[src/rtl/if_fetch_stage.sv]
// Instruction fetch stage: drives the instruction memory handshake and feeds the IF/ID register,
// with a one-entry skid buffer for decode back-pressure and redirect/drain handling.
module if_fetch_stage #(
  parameter logic [31:0] RESET_PC = 32'h0000_0000
) (
  input  logic        clk,
  input  logic        rst_n,
  output logic        imem_req,
  output logic [31:0] imem_addr,
  input  logic        imem_ack,
  input  logic [31:0] imem_rdata,
  input  logic        redirect_valid,
  input  logic [31:0] redirect_pc,
  input  logic        id_ready,
  output logic        id_valid,
  output logic [31:0] id_instr,
  output logic [31:0] id_pc4,
  output logic [5:0]  id_op
);

  typedef enum logic [1:0] {StIdle, StFetch, StFull, StDrain} state_e;

  state_e      state_q, state_d;
  logic [31:0] pc_q, pc_d;
  logic [31:0] drain_addr_q, drain_addr_d;
  logic        skid_valid_q, skid_valid_d;
  logic [31:0] skid_instr_q, skid_instr_d;
  logic [31:0] skid_pc4_q, skid_pc4_d;
  logic        id_valid_q, id_valid_d;
  logic [31:0] id_instr_q, id_instr_d;
  logic [31:0] id_pc4_q, id_pc4_d;

  logic        consume;
  logic        xfer;
  logic [31:0] pc_plus4;
  logic        unused_redirect_lsb;

  assign unused_redirect_lsb = ^redirect_pc[1:0];

  assign imem_req  = (state_q == StFetch) || (state_q == StDrain);
  // While draining, pc already holds the redirect target; the bus keeps the abandoned address.
  assign imem_addr = (state_q == StDrain) ? drain_addr_q : pc_q;
  assign consume   = id_valid_q & id_ready;
  assign xfer      = imem_req & imem_ack;
  assign pc_plus4  = pc_q + 32'd4;

  always_comb begin
    state_d      = state_q;
    pc_d         = pc_q;
    drain_addr_d = drain_addr_q;
    skid_valid_d = skid_valid_q;
    skid_instr_d = skid_instr_q;
    skid_pc4_d   = skid_pc4_q;
    id_valid_d   = id_valid_q;
    id_instr_d   = id_instr_q;
    id_pc4_d     = id_pc4_q;

    if (redirect_valid) begin
      id_valid_d   = 1'b0;
      id_instr_d   = 32'h0000_0000;
      skid_valid_d = 1'b0;
      pc_d         = {redirect_pc[31:2], 2'b00};
      unique case (state_q)
        StFetch: begin
          if (!imem_ack) begin
            state_d      = StDrain;
            drain_addr_d = pc_q;
          end
        end
        // An ack on the redirect cycle ends the drain; otherwise keep waiting for it.
        StDrain: state_d = imem_ack ? StFetch : StDrain;
        default: state_d = StFetch;
      endcase
    end else begin
      if (consume) begin
        id_valid_d = 1'b0;
        id_instr_d = 32'h0000_0000;
      end
      unique case (state_q)
        StIdle: state_d = StFetch;
        StFetch: begin
          if (xfer) begin
            pc_d = pc_plus4;
            if (!id_valid_q || consume) begin
              id_valid_d = 1'b1;
              id_instr_d = imem_rdata;
              id_pc4_d   = pc_plus4;
            end else begin
              skid_valid_d = 1'b1;
              skid_instr_d = imem_rdata;
              skid_pc4_d   = pc_plus4;
              state_d      = StFull;
            end
          end
        end
        StFull: begin
          if (consume) begin
            id_valid_d   = skid_valid_q;
            id_instr_d   = skid_instr_q;
            id_pc4_d     = skid_pc4_q;
            skid_valid_d = 1'b0;
            state_d      = StFetch;
          end
        end
        StDrain: begin
          if (xfer) begin
            state_d = StFetch;
          end
        end
        default: state_d = StIdle;
      endcase
    end
  end

  always_ff @(posedge clk or negedge rst_n) begin
    if (!rst_n) begin
      state_q      <= StIdle;
      pc_q         <= RESET_PC;
      drain_addr_q <= RESET_PC;
      skid_valid_q <= 1'b0;
      skid_instr_q <= 32'h0000_0000;
      skid_pc4_q   <= 32'h0000_0000;
      id_valid_q   <= 1'b0;
      id_instr_q   <= 32'h0000_0000;
      id_pc4_q     <= 32'h0000_0000;
    end else begin
      state_q      <= state_d;
      pc_q         <= pc_d;
      drain_addr_q <= drain_addr_d;
      skid_valid_q <= skid_valid_d;
      skid_instr_q <= skid_instr_d;
      skid_pc4_q   <= skid_pc4_d;
      id_valid_q   <= id_valid_d;
      id_instr_q   <= id_instr_d;
      id_pc4_q     <= id_pc4_d;
    end
  end

  assign id_valid = id_valid_q;
  assign id_instr = id_instr_q;
  assign id_pc4   = id_pc4_q;
  assign id_op    = id_instr_q[31:26];

endmodule

[config.mk]
export PLATFORM = sky130hd
export DESIGN_NAME = if_fetch_stage
export DESIGN_NICKNAME = d
export VERILOG_FILES = /design/src/rtl/if_fetch_stage.sv
export SDC_FILE = /design/constraint.sdc
export NUM_CORES = 1
export LEC_CHECK = 0
export CORE_ASPECT_RATIO = 1.75
export CORE_UTILIZATION = 54
export DETAILED_ROUTE_END_ITERATION = 8
export GPL_TIMING_DRIVEN = 0
export PLACE_DENSITY = 0.81
export SLEW_MARGIN = 15
export SYNTH_ARGS = -nofsm -noshare
export SYNTH_HDL_FRONTEND = slang
export SYNTH_SLANG_ARGS = --single-unit
[constraint.sdc]
create_clock -name clk -period 2.6 [get_ports clk]
set_input_delay 0.39 -clock clk [delete_from_list [all_inputs] [get_ports clk]]
set_output_delay 0.39 -clock clk [all_outputs]
set_load 0.1 [all_outputs]
==> results.sh <==
export IMPL_status="finished clean"
export IMPL_tightest_slew_ns=1.02
export IMPL_syn_area_per_cell_sq_um=9.81
export IMPL_seq_area_frac_synth=0.471
export IMPL_ys_async_sr_fraction=1.00
export IMPL_worstHoldPathCells=4
export IMPL_top_usage_layer="met2"
export IMPL_io_pin_count=173
export IMPL_cp_startpoint="state_q[0]"
export IMPL_via_count=8799
export IMPL_ys_warn_count=0
export IMPL_sequentialPowerShare=0.280
export IMPL_drt_pass1_iter_count=5
export IMPL_routabilityCongestion=0.943
export IMPL_first_global_vias=8858
export IMPL_die_y_microns=182
export IMPL_grt_overflow_total=0
export IMPL_path_cells="ha_1 -> buf_4 -> clkbuf_4 -> mux2_2 -> buf_2"
export IMPL_design_area_sq_mm=0.0125
export IMPL_synth_seq_cells=188
export IMPL_p_comb_frac=0.547
export IMPL_yosysTopAreaCell="dfrtp_1"
export IMPL_met1_usage=0.332
export IMPL_critical_path_class="register to output pin"
export IMPL_crit_required_ns=2.21
export IMPL_p_per_area_mw_per_mm2=1270
export IMPL_timing_final_crit_share=0.975
export IMPL_htreeDepth=4
export IMPL_p_leak_nw=5.20
export IMPL_std_cell_rows=65
export IMPL_hold_slack_ns=0.370
export IMPL_worst_path_buf_inv=3
export IMPL_cts_made_buffers=17
export IMPL_hp_class="input port to register"
export IMPL_p_sw_mw=8.35
export IMPL_die_width_microns=105
export IMPL_crit_path_end_kind="output pin"
export IMPL_dp_hpwl_microns=20900
export IMPL_ir_drop_mv=1.16
export IMPL_start_util=0.553
export IMPL_cp_num_cells=5
export IMPL_placed_area_sq_mm=0.0120
export IMPL_cts_tree="yes"
export IMPL_clk_pin_slew_ns=0.07
export IMPL_clk_latency_ns=0.44
export IMPL_clk_path_buf_depth=2
export IMPL_relSlewSlack=0.316
export IMPL_cts_root_buf="clkbuf_16"
export IMPL_fillers=1446
export IMPL_synth_edff_count=0
export IMPL_synth_common_cells="dfrtp_1, nand2_1, mux2_2, a21oi_1, nor2_1"
export IMPL_antenna_found_initial=0
export IMPL_crit_family="buffers and inverters"
export IMPL_clockPowerShare=0.173
export IMPL_ant_nets=0
export IMPL_yosysTopAreaCellShare=0.471
export IMPL_synth_area_leaders="dfrtp_1, mux2_2, nand2_1"
export IMPL_synthToLayoutAreaGrowth_pct=25.1
export IMPL_grt_max_degree=102
export IMPL_grt_util_met3=0.0503
export IMPL_fp_dieArea_sq_mm=0.0190
export IMPL_drt_total_wl_microns=29200
export IMPL_synth_most_common_cell="dfrtp_1"
export IMPL_startpoint_type="register"
export IMPL_reg2reg_to="pc_q[21]"
export IMPL_routedWlPerCell_microns=20.1
export IMPL_nets=1278
export IMPL_synth_cell_type_count=57
export IMPL_drtIter0Drc=598
export IMPL_reg2reg_depth=8
export IMPL_drc=0
export IMPL_max_stage_delay_ns=0.43
export IMPL_hold_viol_final=0
export IMPL_setup_viol=0
export IMPL_via_per_inst=6.06
export IMPL_endpoint="imem_addr[18]"
export IMPL_critical_path_peak_fanout=10
export IMPL_swShare=0.527
export IMPL_crit_slowest_cell="dfrtp_1"
export IMPL_slew_violations=0
export IMPL_cp_arrival_ns=2.15
export IMPL_cts_num_sinks=188
export IMPL_core_sq_mm=0.0181
export IMPL_post_place_ws_ns=-0.500
export IMPL_syn_area_sq_mm=0.00998
export IMPL_drive_gt1_frac=0.174
export IMPL_n_antenna_cell=0
export IMPL_fin_crit_ns=2.54
export IMPL_port_buffers=164
export IMPL_timing_fmax_mhz=394
export IMPL_internal_power_mw=7.50
export IMPL_final_core_util=0.691
export IMPL_fin_worst_skew_ns=0.0154
export IMPL_max_cap_viol_count=0
export IMPL_worst_r2r_startpoint="state_q[1]"
export IMPL_r2r_setup_slack_ns=0.17
export IMPL_grtUsageTotal=0.312
export IMPL_grt_pass1_wl_microns=46000
export IMPL_layout_setup_ws_ns=0.0644
export IMPL_syn_instance_count=1017
export IMPL_grtUsageMet2=0.561
export IMPL_synth_ff_type="dfrtp_1"
sequential cells by signal, indices dropped and copies added (netlist names):
name and count:
drain_addr_q 30, id_instr 32, id_pc4 30, id_valid 1
pc_q 30, skid_instr_q 32, skid_pc4_q 30, skid_valid_q 1
state_q 2
how the worst min path moves through the flow:
stage          slack [ns]          endpoint  startpoint
3_3_place_gp         0.46        id_pc4[10]  id_pc4[10]
5_1_grt              0.41        state_q[1]    imem_ack
3_5_place_dp         0.45  drain_addr_q[21]       rst_n
6_report             0.37        state_q[1]    imem_ack
4_1_cts              0.37        state_q[1]    imem_ack
2_1_floorplan        0.09  drain_addr_q[10]       rst_n
power groups by stage:
| stage | Clock, mW | Combinational [mW] | Sequential (mW) |
|---|---|---|---|
| 2_1_floorplan | 0 | 4.57 | 6.47 |
| 3_3_place_gp | 0 | 8.72 | 4.43 |
| 3_5_place_dp | 0 | 8.80 | 4.47 |
| 4_1_cts | 2.76 | 8.67 | 4.42 |
| 5_1_grt | 2.88 | 9.03 | 4.54 |
| 6_report | 2.74 | 8.67 | 4.44 |
cell families after synthesis:
family / Yosys count / share of synthesized area
flip-flops: 188 / 0.471
XOR/XNOR: 53 / 0.0465
multiplexers: 93 / 0.105
buffers and inverters: 117 / 0.0520
AND/OR/NAND/NOR: 302 / 0.150
other: 1 / 0.000376
adder cells (fa/ha/maj): 4 / 0.00502
AO/OA/AOI/OAI: 259 / 0.170
layout make-up:
| type | instances | area, sq um | share of cell area |
|---|---|---|---|
| multi-input combinational | 715 | 4770 | 0.382 |
| sequential | 188 | 4700 | 0.377 |
| timing repair buffer | 166 | 1570 | 0.126 |
| buffer | 105 | 485 | 0.0389 |
| clock buffer | 18 | 439 | 0.0352 |
| tap | 234 | 293 | 0.0235 |
| clock inverter | 14 | 175 | 0.0140 |
| inverter | 12 | 45.0 | 0.00361 |
metal layers:
metal,vias to the layer above,wire (microns)
met3,105,1500
met4,0,1930
met5,-,0
met2,402,15400
met1,4292,10400
li1,4000,-
layout by cell type (no fill, tap or decap), drive strengths merged, types with 4 or more instances in the layout:
master and count:
nor3 12, inv 19, dfrtp 188, nor3b 4, clkinv 5, a211oi 4, o21ai 53, buf 65
xor2 22, and2 4, clkbuf 86, ha 4, a21o 37, nand3 58, clkdlybuf4s50 132, o211ai 6
a21oi 76, mux2 90, a32oi 31, xnor2 31, conb 4, o22ai 12, nor2 64, and3 7
nand4 20, nor4 15, clkdlybuf4s15 5, a22o 31, nand2 106
worst min-delay path, stage by stage:
cell and delay [ns]:
clkbuf_2 0.15, nand2_1 0.09, a21oi_1 0.06, nor2_1 0.08
per-stage QoR:
| stage | power (mW) | setup TNS (ns) | instances |
|---|---|---|---|
| global route | 16.5 | -0.000338 | 1452 |
| floorplan | 11.0 | -0.494 | 1020 |
| CTS | 15.9 | 0 | 1452 |
| detailed placement | 13.3 | -17.75 | 1419 |
| global placement | 13.1 | -1283.67 | 1418 |
| finish | 15.8 | 0 | 1452 |
timing repair:
item / CTS / global route
endpoints found under the hold margin: 27 / 0
setup buffers: 0 / 0
hold buffers: 1 / 0
gates resized for setup: 147 / 9
endpoints found under the setup margin: 31 / 35
No activity file was read; power rests on OpenSTA's default activity.
